===== src/rtl/dom_rnd_pkg.sv =====
// Shared constants and helpers for the DOM fresh-randomness source.
// Also used by the gadget wrapper to size its random input.
package dom_rnd_pkg;

  localparam int LFSR_W = 32;
  // Taps for x^32+x^22+x^2+x+1: state bits 31, 21, 1, 0.
  localparam logic [LFSR_W-1:0] LFSR_TAPS = 32'h8020_0003;

  localparam logic [0:0] ST_UNSEEDED = 1'b0;
  localparam logic [0:0] ST_RUN      = 1'b1;

  // One Fibonacci shift: feedback enters at bit 0.
  function automatic logic [LFSR_W-1:0] lfsr_step(
    input logic [LFSR_W-1:0] s
  );
    logic nb;
    nb = ^(s & LFSR_TAPS);
    return {s[LFSR_W-2:0], nb};
  endfunction

  // Fresh bits the DOM AND gadget needs per cycle.
  function automatic int n_rnd(input int d);
    return d * (d - 1) / 2;
  endfunction

endpackage


===== src/rtl/dom_rnd_lfsr_core.sv =====
// LFSR state register with seed load and an N_RND-step unroll.
// Load has priority over advance.
module dom_rnd_lfsr_core
  import dom_rnd_pkg::*;
#(
  parameter int N_RND = 1
) (
  input  logic              clk,
  input  logic              rst,
  input  logic              load,
  input  logic              adv,
  input  logic [LFSR_W-1:0] seed,
  output logic [LFSR_W-1:0] state,
  output logic [N_RND-1:0]  rnd
);

  logic [LFSR_W-1:0] state_q;
  logic [LFSR_W-1:0] state_d;

  // Next state: seed load, N_RND chained steps, or hold.
  always_comb begin
    state_d = state_q;
    if (load) begin
      state_d = seed;
    end else if (adv) begin
      for (int i = 0; i < N_RND; i++) begin
        state_d = lfsr_step(state_d);
      end
    end
  end

  // State register.
  always_ff @(posedge clk or posedge rst) begin
    if (rst) state_q <= '0;
    else     state_q <= state_d;
  end

  assign state = state_q;
  assign rnd   = state_q[N_RND-1:0];

endmodule


===== src/rtl/dom_rnd_prng.sv =====
// Fresh-randomness source for the DOM AND gadget: seed handshake,
// run/unseeded control, consumption counter and reseed request.
module dom_rnd_prng
  import dom_rnd_pkg::*;
#(
  parameter  int d             = 2,
  parameter  int RESEED_PERIOD = 1024,
  localparam int N_RND         = n_rnd(d)
) (
  input  logic              clk,
  input  logic              rst,
  input  logic [LFSR_W-1:0] seed,
  input  logic              seed_valid,
  output logic              seed_ready,
  input  logic              en,
  output logic [N_RND-1:0]  rnd,
  output logic              rnd_valid,
  output logic              reseed_req,
  output logic              seed_err
);

  localparam int CNT_W = $clog2(RESEED_PERIOD + 1);
  localparam logic [CNT_W-1:0] CNT_MAX = CNT_W'(RESEED_PERIOD);

  logic [0:0]       fsm_q, fsm_d;
  logic [CNT_W-1:0] cnt_q, cnt_d;
  logic             err_q, err_d;
  logic             accept, load, adv;
  logic [LFSR_W-1:0] state;

  assign seed_ready = ~rst;
  assign accept     = seed_valid & seed_ready;
  assign load       = accept & (seed != '0);
  // Any handshake, even a rejected zero seed, freezes the state.
  assign adv        = (fsm_q == ST_RUN) & en & ~accept;

  // FSM, use counter and error pulse next-state logic.
  always_comb begin
    fsm_d = fsm_q;
    cnt_d = cnt_q;
    err_d = accept & (seed == '0);
    if (load) begin
      fsm_d = ST_RUN;
      cnt_d = '0;
    end else if (adv && cnt_q != CNT_MAX) begin
      cnt_d = cnt_q + 1'b1;
    end
  end

  // Control registers.
  always_ff @(posedge clk or posedge rst) begin
    if (rst) begin
      fsm_q <= ST_UNSEEDED;
      cnt_q <= '0;
      err_q <= 1'b0;
    end else begin
      fsm_q <= fsm_d;
      cnt_q <= cnt_d;
      err_q <= err_d;
    end
  end

  dom_rnd_lfsr_core #(
    .N_RND (N_RND)
  ) u_core (
    .clk   (clk),
    .rst   (rst),
    .load  (load),
    .adv   (adv),
    .seed  (seed),
    .state (state),
    .rnd   (rnd)
  );

  assign rnd_valid  = (fsm_q == ST_RUN);
  assign reseed_req = (cnt_q == CNT_MAX);
  assign seed_err   = err_q;

endmodule


===== config.mk =====
export PLATFORM = sky130hd
export DESIGN_NAME = dom_rnd_prng
export DESIGN_NICKNAME = d
export VERILOG_FILES = /design/src/rtl/dom_rnd_pkg.sv /design/src/rtl/dom_rnd_lfsr_core.sv /design/src/rtl/dom_rnd_prng.sv
export SDC_FILE = /design/constraint.sdc
export NUM_CORES = 1
export LEC_CHECK = 0
export BUFFER_PORTS_ARGS = -buffer_cell sky130_fd_sc_hd__buf_4
export CORE_UTILIZATION = 55
export DETAILED_ROUTE_END_ITERATION = 8
export GPL_ROUTABILITY_DRIVEN = 0
export MAX_ROUTING_LAYER = met4
export PLACE_DENSITY = 0.81
export SYNTH_ARGS = -nofsm -noshare
export SYNTH_HDL_FRONTEND = slang
export SYNTH_HIERARCHICAL = 1
export SYNTH_SLANG_ARGS = --single-unit
export TNS_END_PERCENT = 5

===== constraint.sdc =====
create_clock -name clk -period 4.8 [get_ports clk]
set_input_delay 0.24 -clock clk [delete_from_list [all_inputs] [get_ports clk]]
set_output_delay 0.24 -clock clk [all_outputs]
set_load 0.02 [all_outputs]

Word level (Yosys, flattened, before mapping)
Index checks and enable logic that the tools add are counted.

operators by class
  bitwise logic cells = 7
  muxes and demuxes = 4
  eq/ne operators = 2
  reduce and logical (&&, ||, !) cells = 6
  $add $sub $neg = 1

operators with widths
  kind                                                             count
  32-bit two-way mux                                               2
  32-bit zero test                                                 1
  32-bit nonzero test                                              1
  32-bit parity                                                    1
  11-bit two-way mux                                               2
  11-bit by 1-bit adder with 11-bit output, second input constant  1
  11-bit equality test, second input constant                      1
  11-bit != test, second input constant                            1
  1-bit AND                                                        5
  2-bit nonzero test                                               2
  1-bit NOT                                                        2
  1-bit logical AND                                                1

word-level totals
  bits in registers = 45
  input bits = 36

Longest topological paths before layout
  depth after elaboration = 7
  depth in mapped cells = 8
  depth with buffers taken out = 6

Cells and area by module
Netlist, hierarchy kept.

by module, submodules not included
  module             times used  sequential area each (µm²)  area each (µm²)  cells an instance
  dom_rnd_lfsr_core  1           800.8                       1,519.0          148
  dom_rnd_prng       1           325.3                       760.7            86

Least setup slack after synthesis
OpenSTA, ideal clock, no wires.

  kind = input -> register
  start = input seed[20]
  end = register u_core.state_q[0], in the netlist u_core/state[0]
  data required time = 4,731 ps
  path slack = 2,950 ps
  library setup time = 69 ps
  path buffers = 1
  stages = 7
  data arrival time = 1,781 ps
  cells stage by stage = nor4_1 nand4_1 o21a_1 clkbuf_1 or4b_1 a21oi_1 nand3b_1

between the ends
  cells in the longest elaborated chain, start to end = 3
  elaborated cells between the ends (all ways) = 4
  those cells by class = mux: 1; bitwise: 1; reduce/logical: 2

RTL lines
  what                                                      RTL line                 RTL
  start: declaration                                        dom_rnd_prng.sv:12       input logic [LFSR_W-1:0] seed,
  32-bit nonzero test (*)                                   dom_rnd_prng.sv:33       assign load = accept & (seed != '0);
  1-bit AND (*)                                             dom_rnd_prng.sv:33
  net load                                                  dom_rnd_prng.sv:28       logic accept, load, adv;
  32-bit two-way mux or 2-bit nonzero test (tied branches)  -
  end signal: assignment                                    dom_rnd_lfsr_core.sv:35  else state_q <= state_d;
  end: declaration                                          dom_rnd_lfsr_core.sv:17  logic [LFSR_W-1:0] state_q;

Mark *: on every way through the listed nets, which the timed path passes. The rest lies on a longest branch.
A chain may end at the register's enable or synchronous reset.

Final worst setup path
  start = register fsm_q, in the netlist rnd_valid
  end = register u_core.state_q[7], in the netlist u_core/state[7]

between the ends
  cells in the longest elaborated chain, start to end = 3

RTL lines
  what                          RTL line            RTL
  start: declaration            dom_rnd_prng.sv:25  logic [0:0] fsm_q, fsm_d;
  start signal: assignment      dom_rnd_prng.sv:57  fsm_q <= fsm_d;
  1-bit AND (2 in series)       dom_rnd_prng.sv:35  assign adv = (fsm_q == ST_RUN) & en & ~accept;
  net adv                       dom_rnd_prng.sv:28
  2-bit nonzero test (no line)  -

The timed path passes the listed nets, and every way through them passes these cells.

==> metrics.txt <==
# TYPE chip_impl_metric gauge
chip_impl_metric{name="insertion_delay_to_the_later_sink_of_the_worst_skew_pair",unit="ns"} 0.29
chip_impl_metric{name="post-cts-setup-buffer-count",unit=""} 0
chip_impl_metric{name="postSynthNetCount",unit=""} 271
chip_impl_metric{name="worst_skew",unit="ns"} 0.00213
chip_impl_info{name="worst_r2r_endpoint",value="u_core/state[7]"} 1
chip_impl_metric{name="n_antenna_cell",unit=""} 0
chip_impl_metric{name="cts_hold_buffers",unit=""} 0
chip_impl_metric{name="average_wire_length_per_cell_after_detail_routing",unit="um"} 14.6
chip_impl_info{name="endpoint_kind",value="flip-flop"} 1
chip_impl_metric{name="cts_max_path_buffers",unit=""} 2
chip_impl_info{name="tritoncts",value="done"} 1
chip_impl_metric{name="ant_nets",unit=""} 0
chip_impl_info{name="min-delay-path-class",value="in -> async"} 1
chip_impl_metric{name="num_vias",unit=""} 1817
chip_impl_metric{name="numPortBuffers",unit=""} 40
chip_impl_metric{name="finalPower",unit="W"} 0.000885
chip_impl_metric{name="syn_area",unit="um2"} 2270
chip_impl_metric{name="drive_above_1_share",unit="%"} 20.2
chip_impl_metric{name="coreArea",unit="um2"} 3800
chip_impl_metric{name="min_period_over_period",unit="%"} 46.5
chip_impl_metric{name="final.fill_count",unit=""} 308
chip_impl_metric{name="report.final.slew_viol_count",unit=""} 0
chip_impl_metric{name="max-cap-violations",unit=""} 0
chip_impl_metric{name="grt.overflow.total",unit=""} 0
chip_impl_metric{name="r2r_slack",unit="ns"} 2.57
chip_impl_metric{name="finalSetupViolCount",unit=""} 0
chip_impl_metric{name="worst_slew_pin_slew",unit="ns"} 1.05
chip_impl_metric{name="met3_usage",unit="%"} 4.14
chip_impl_metric{name="power_leakage",unit="nW"} 1.19
chip_impl_metric{name="cp_max_fo",unit=""} 24
chip_impl_info{name="ctsRootBufferMaster",value="clkbuf_8"} 1
chip_impl_metric{name="groute.usage.overall",unit="%"} 24.5
chip_impl_metric{name="postRouteWirelength",unit="um"} 4680
chip_impl_info{name="status",value="finished, final reports clean"} 1
chip_impl_metric{name="timing.critical_path.required",unit="ns"} 4.96
chip_impl_metric{name="dieArea",unit="um2"} 4390
chip_impl_metric{name="placementRows",unit=""} 22
chip_impl_metric{name="io_pins",unit=""} 41
chip_impl_metric{name="report.final.hold_viol_count",unit=""} 0
chip_impl_metric{name="cts_repair_resize_count",unit=""} 0
chip_impl_metric{name="grt_pass1_wl",unit="um"} 7650
chip_impl_metric{name="cp.arrival",unit="ns"} 2.39
chip_impl_metric{name="hpwlAfterDp",unit="um"} 3340
chip_impl_metric{name="initial_core_util",unit="%"} 59.8
chip_impl_metric{name="final_util",unit="%"} 70.7
chip_impl_metric{name="tritoncts.num_buffers",unit=""} 5
chip_impl_metric{name="number_of_drc_markers_in_iteration_0",unit=""} 93
chip_impl_info{name="highest_utilization_routing_layer_at_the_global_route_stage",value="met2"} 1
chip_impl_metric{name="groute.layer.met1.usage",unit="%"} 32.5
chip_impl_info{name="critical_path.reg2reg.startpoint",value="rnd_valid"} 1
chip_impl_metric{name="cts_sinks",unit=""} 45
chip_impl_metric{name="first_global_vias",unit=""} 1691
chip_impl_metric{name="ir_worst_vdd",unit="uV"} 205
chip_impl_metric{name="fin_setup_tns",unit="ns"} 0
chip_impl_metric{name="syn_to_final_growth",unit="%"} 18.1
chip_impl_metric{name="final_min_period",unit="ns"} 2.23
chip_impl_metric{name="drt-vias-per-instance",unit=""} 5.68
chip_impl_metric{name="antenna_found_initial",unit=""} 0
chip_impl_metric{name="fp.dieW",unit="um"} 66.3
chip_impl_metric{name="post_synth.cell_area_avg",unit="um2"} 9.75
chip_impl_metric{name="remaining_drc_errors",unit=""} 0
chip_impl_metric{name="slew_headroom",unit="%"} 30.0
chip_impl_info{name="rsz0062_at_grt",value="false"} 1
chip_impl_metric{name="globalRouteMet2Util",unit="%"} 36.4
chip_impl_metric{name="pre_repair_dr_iteration_count",unit=""} 4
chip_impl_metric{name="fin_nets",unit=""} 309
chip_impl_metric{name="total_number_of_h_tree_levels",unit=""} 2
chip_impl_metric{name="timing.fmax",unit="MHz"} 448
chip_impl_metric{name="worst_r2r_path_depth",unit=""} 5
chip_impl_metric{name="grt_max_degree",unit=""} 80
chip_impl_info{name="sort_of_element_at_the_start_of_the_critical_path",value="flip-flop"} 1
chip_impl_metric{name="post_synth_inst_count",unit=""} 233
chip_impl_info{name="crit_type",value="reg -> reg"} 1
chip_impl_metric{name="die_height",unit="um"} 66.3
chip_impl_metric{name="count_of_synthesis_stage_warnings_from_yosys",unit=""} 6
chip_impl_metric{name="powerDensity",unit="nW/um2"} 330
chip_impl_metric{name="path_clk_slew",unit="ns"} 0.08
## final cells by class
cell class	count	area, um2	area share [%]
Clock buffer	6	72.6	2.70
Sequential cell	45	1130	42.0
Timing Repair Buffer	43	323	12.0
Tap cell	48	60.1	2.24
Inverter	10	37.5	1.40
Multi-Input combinational cell	166	1050	39.3
Clock inverter	2	10.0	0.373
## worst max path at each step
stage / to / startpoint / slack (ns)
6_report: u_core/state[7] / rnd_valid / 2.57
5_1_grt: u_core/state[2] / rnd_valid / 2.40
4_1_cts: u_core/state[7] / rnd_valid / 2.57
3_5_place_dp: u_core/state[7] / rst / 2.50
3_3_place_gp: u_core/state[1] / rst / 2.61
2_1_floorplan: u_core/state[0] / seed[20] / 2.95
## state kept, by name, summed over array words and instances (netlist names)
signal,cells
u_core/state,32
cnt_q,11
rnd_valid,1
seed_err,1
## power by group
group | internal (W) | switching (W) | leakage [nW] | total (W)
clock | 0.000101 | 0.000121 | 0.0450 | 0.000222
sequential | 0.000438 | 0.0000438 | 0.569 | 0.000482
combinational | 0.0000904 | 0.0000904 | 0.578 | 0.000181
total | 0.000630 | 0.000255 | 1.19 | 0.000885
## cell usage in the layout (no fill, tap or decap), types with 2 or more instances in the layout
cell type,count
a21oi_1,8
buf_4,43
clkbuf_8,5
clkinv_2,2
dfrtp_1,45
ha_1,2
inv_1,9
mux2i_1,31
nand2_1,34
nand3_1,5
nand3b_1,2
nand4_1,4
nor2_1,5
nor3b_1,2
nor4_1,13
o21ai_0,4
o21ai_1,33
or3_1,4
or4_1,2
xnor2_1,5
## layer usage
metal | up-vias | wire, um | share of wire, %
li1 | 900 | - | -
met1 | 854 | 2210 | 47
met2 | 52 | 2180 | 46
met3 | 11 | 174 | 3.7
met4 | 0 | 119 | 2.5
met5 | - | 0 | 0
## critical path, stage by stage (launching register included)
cell and delay [ns]:
dfrtp_1 0.41, nand3_1 0.17, inv_1 0.80, buf_4 0.39, mux2i_1 0.23, o21ai_1 0.08
## metrics by stage
stage	hold WS, ns	instance area [um2]	setup WS [ns]	cells
after floorplan	0.185	2270	2.95	233
after global placement	0.341	2600	2.61	312
after detailed placement	0.347	2600	2.50	312
after CTS	0.0204	2680	2.57	320
after global routing	0.0400	2680	2.40	320
final	0.0143	2680	2.57	320
Note: power is estimated with default switching activity, not from simulation.
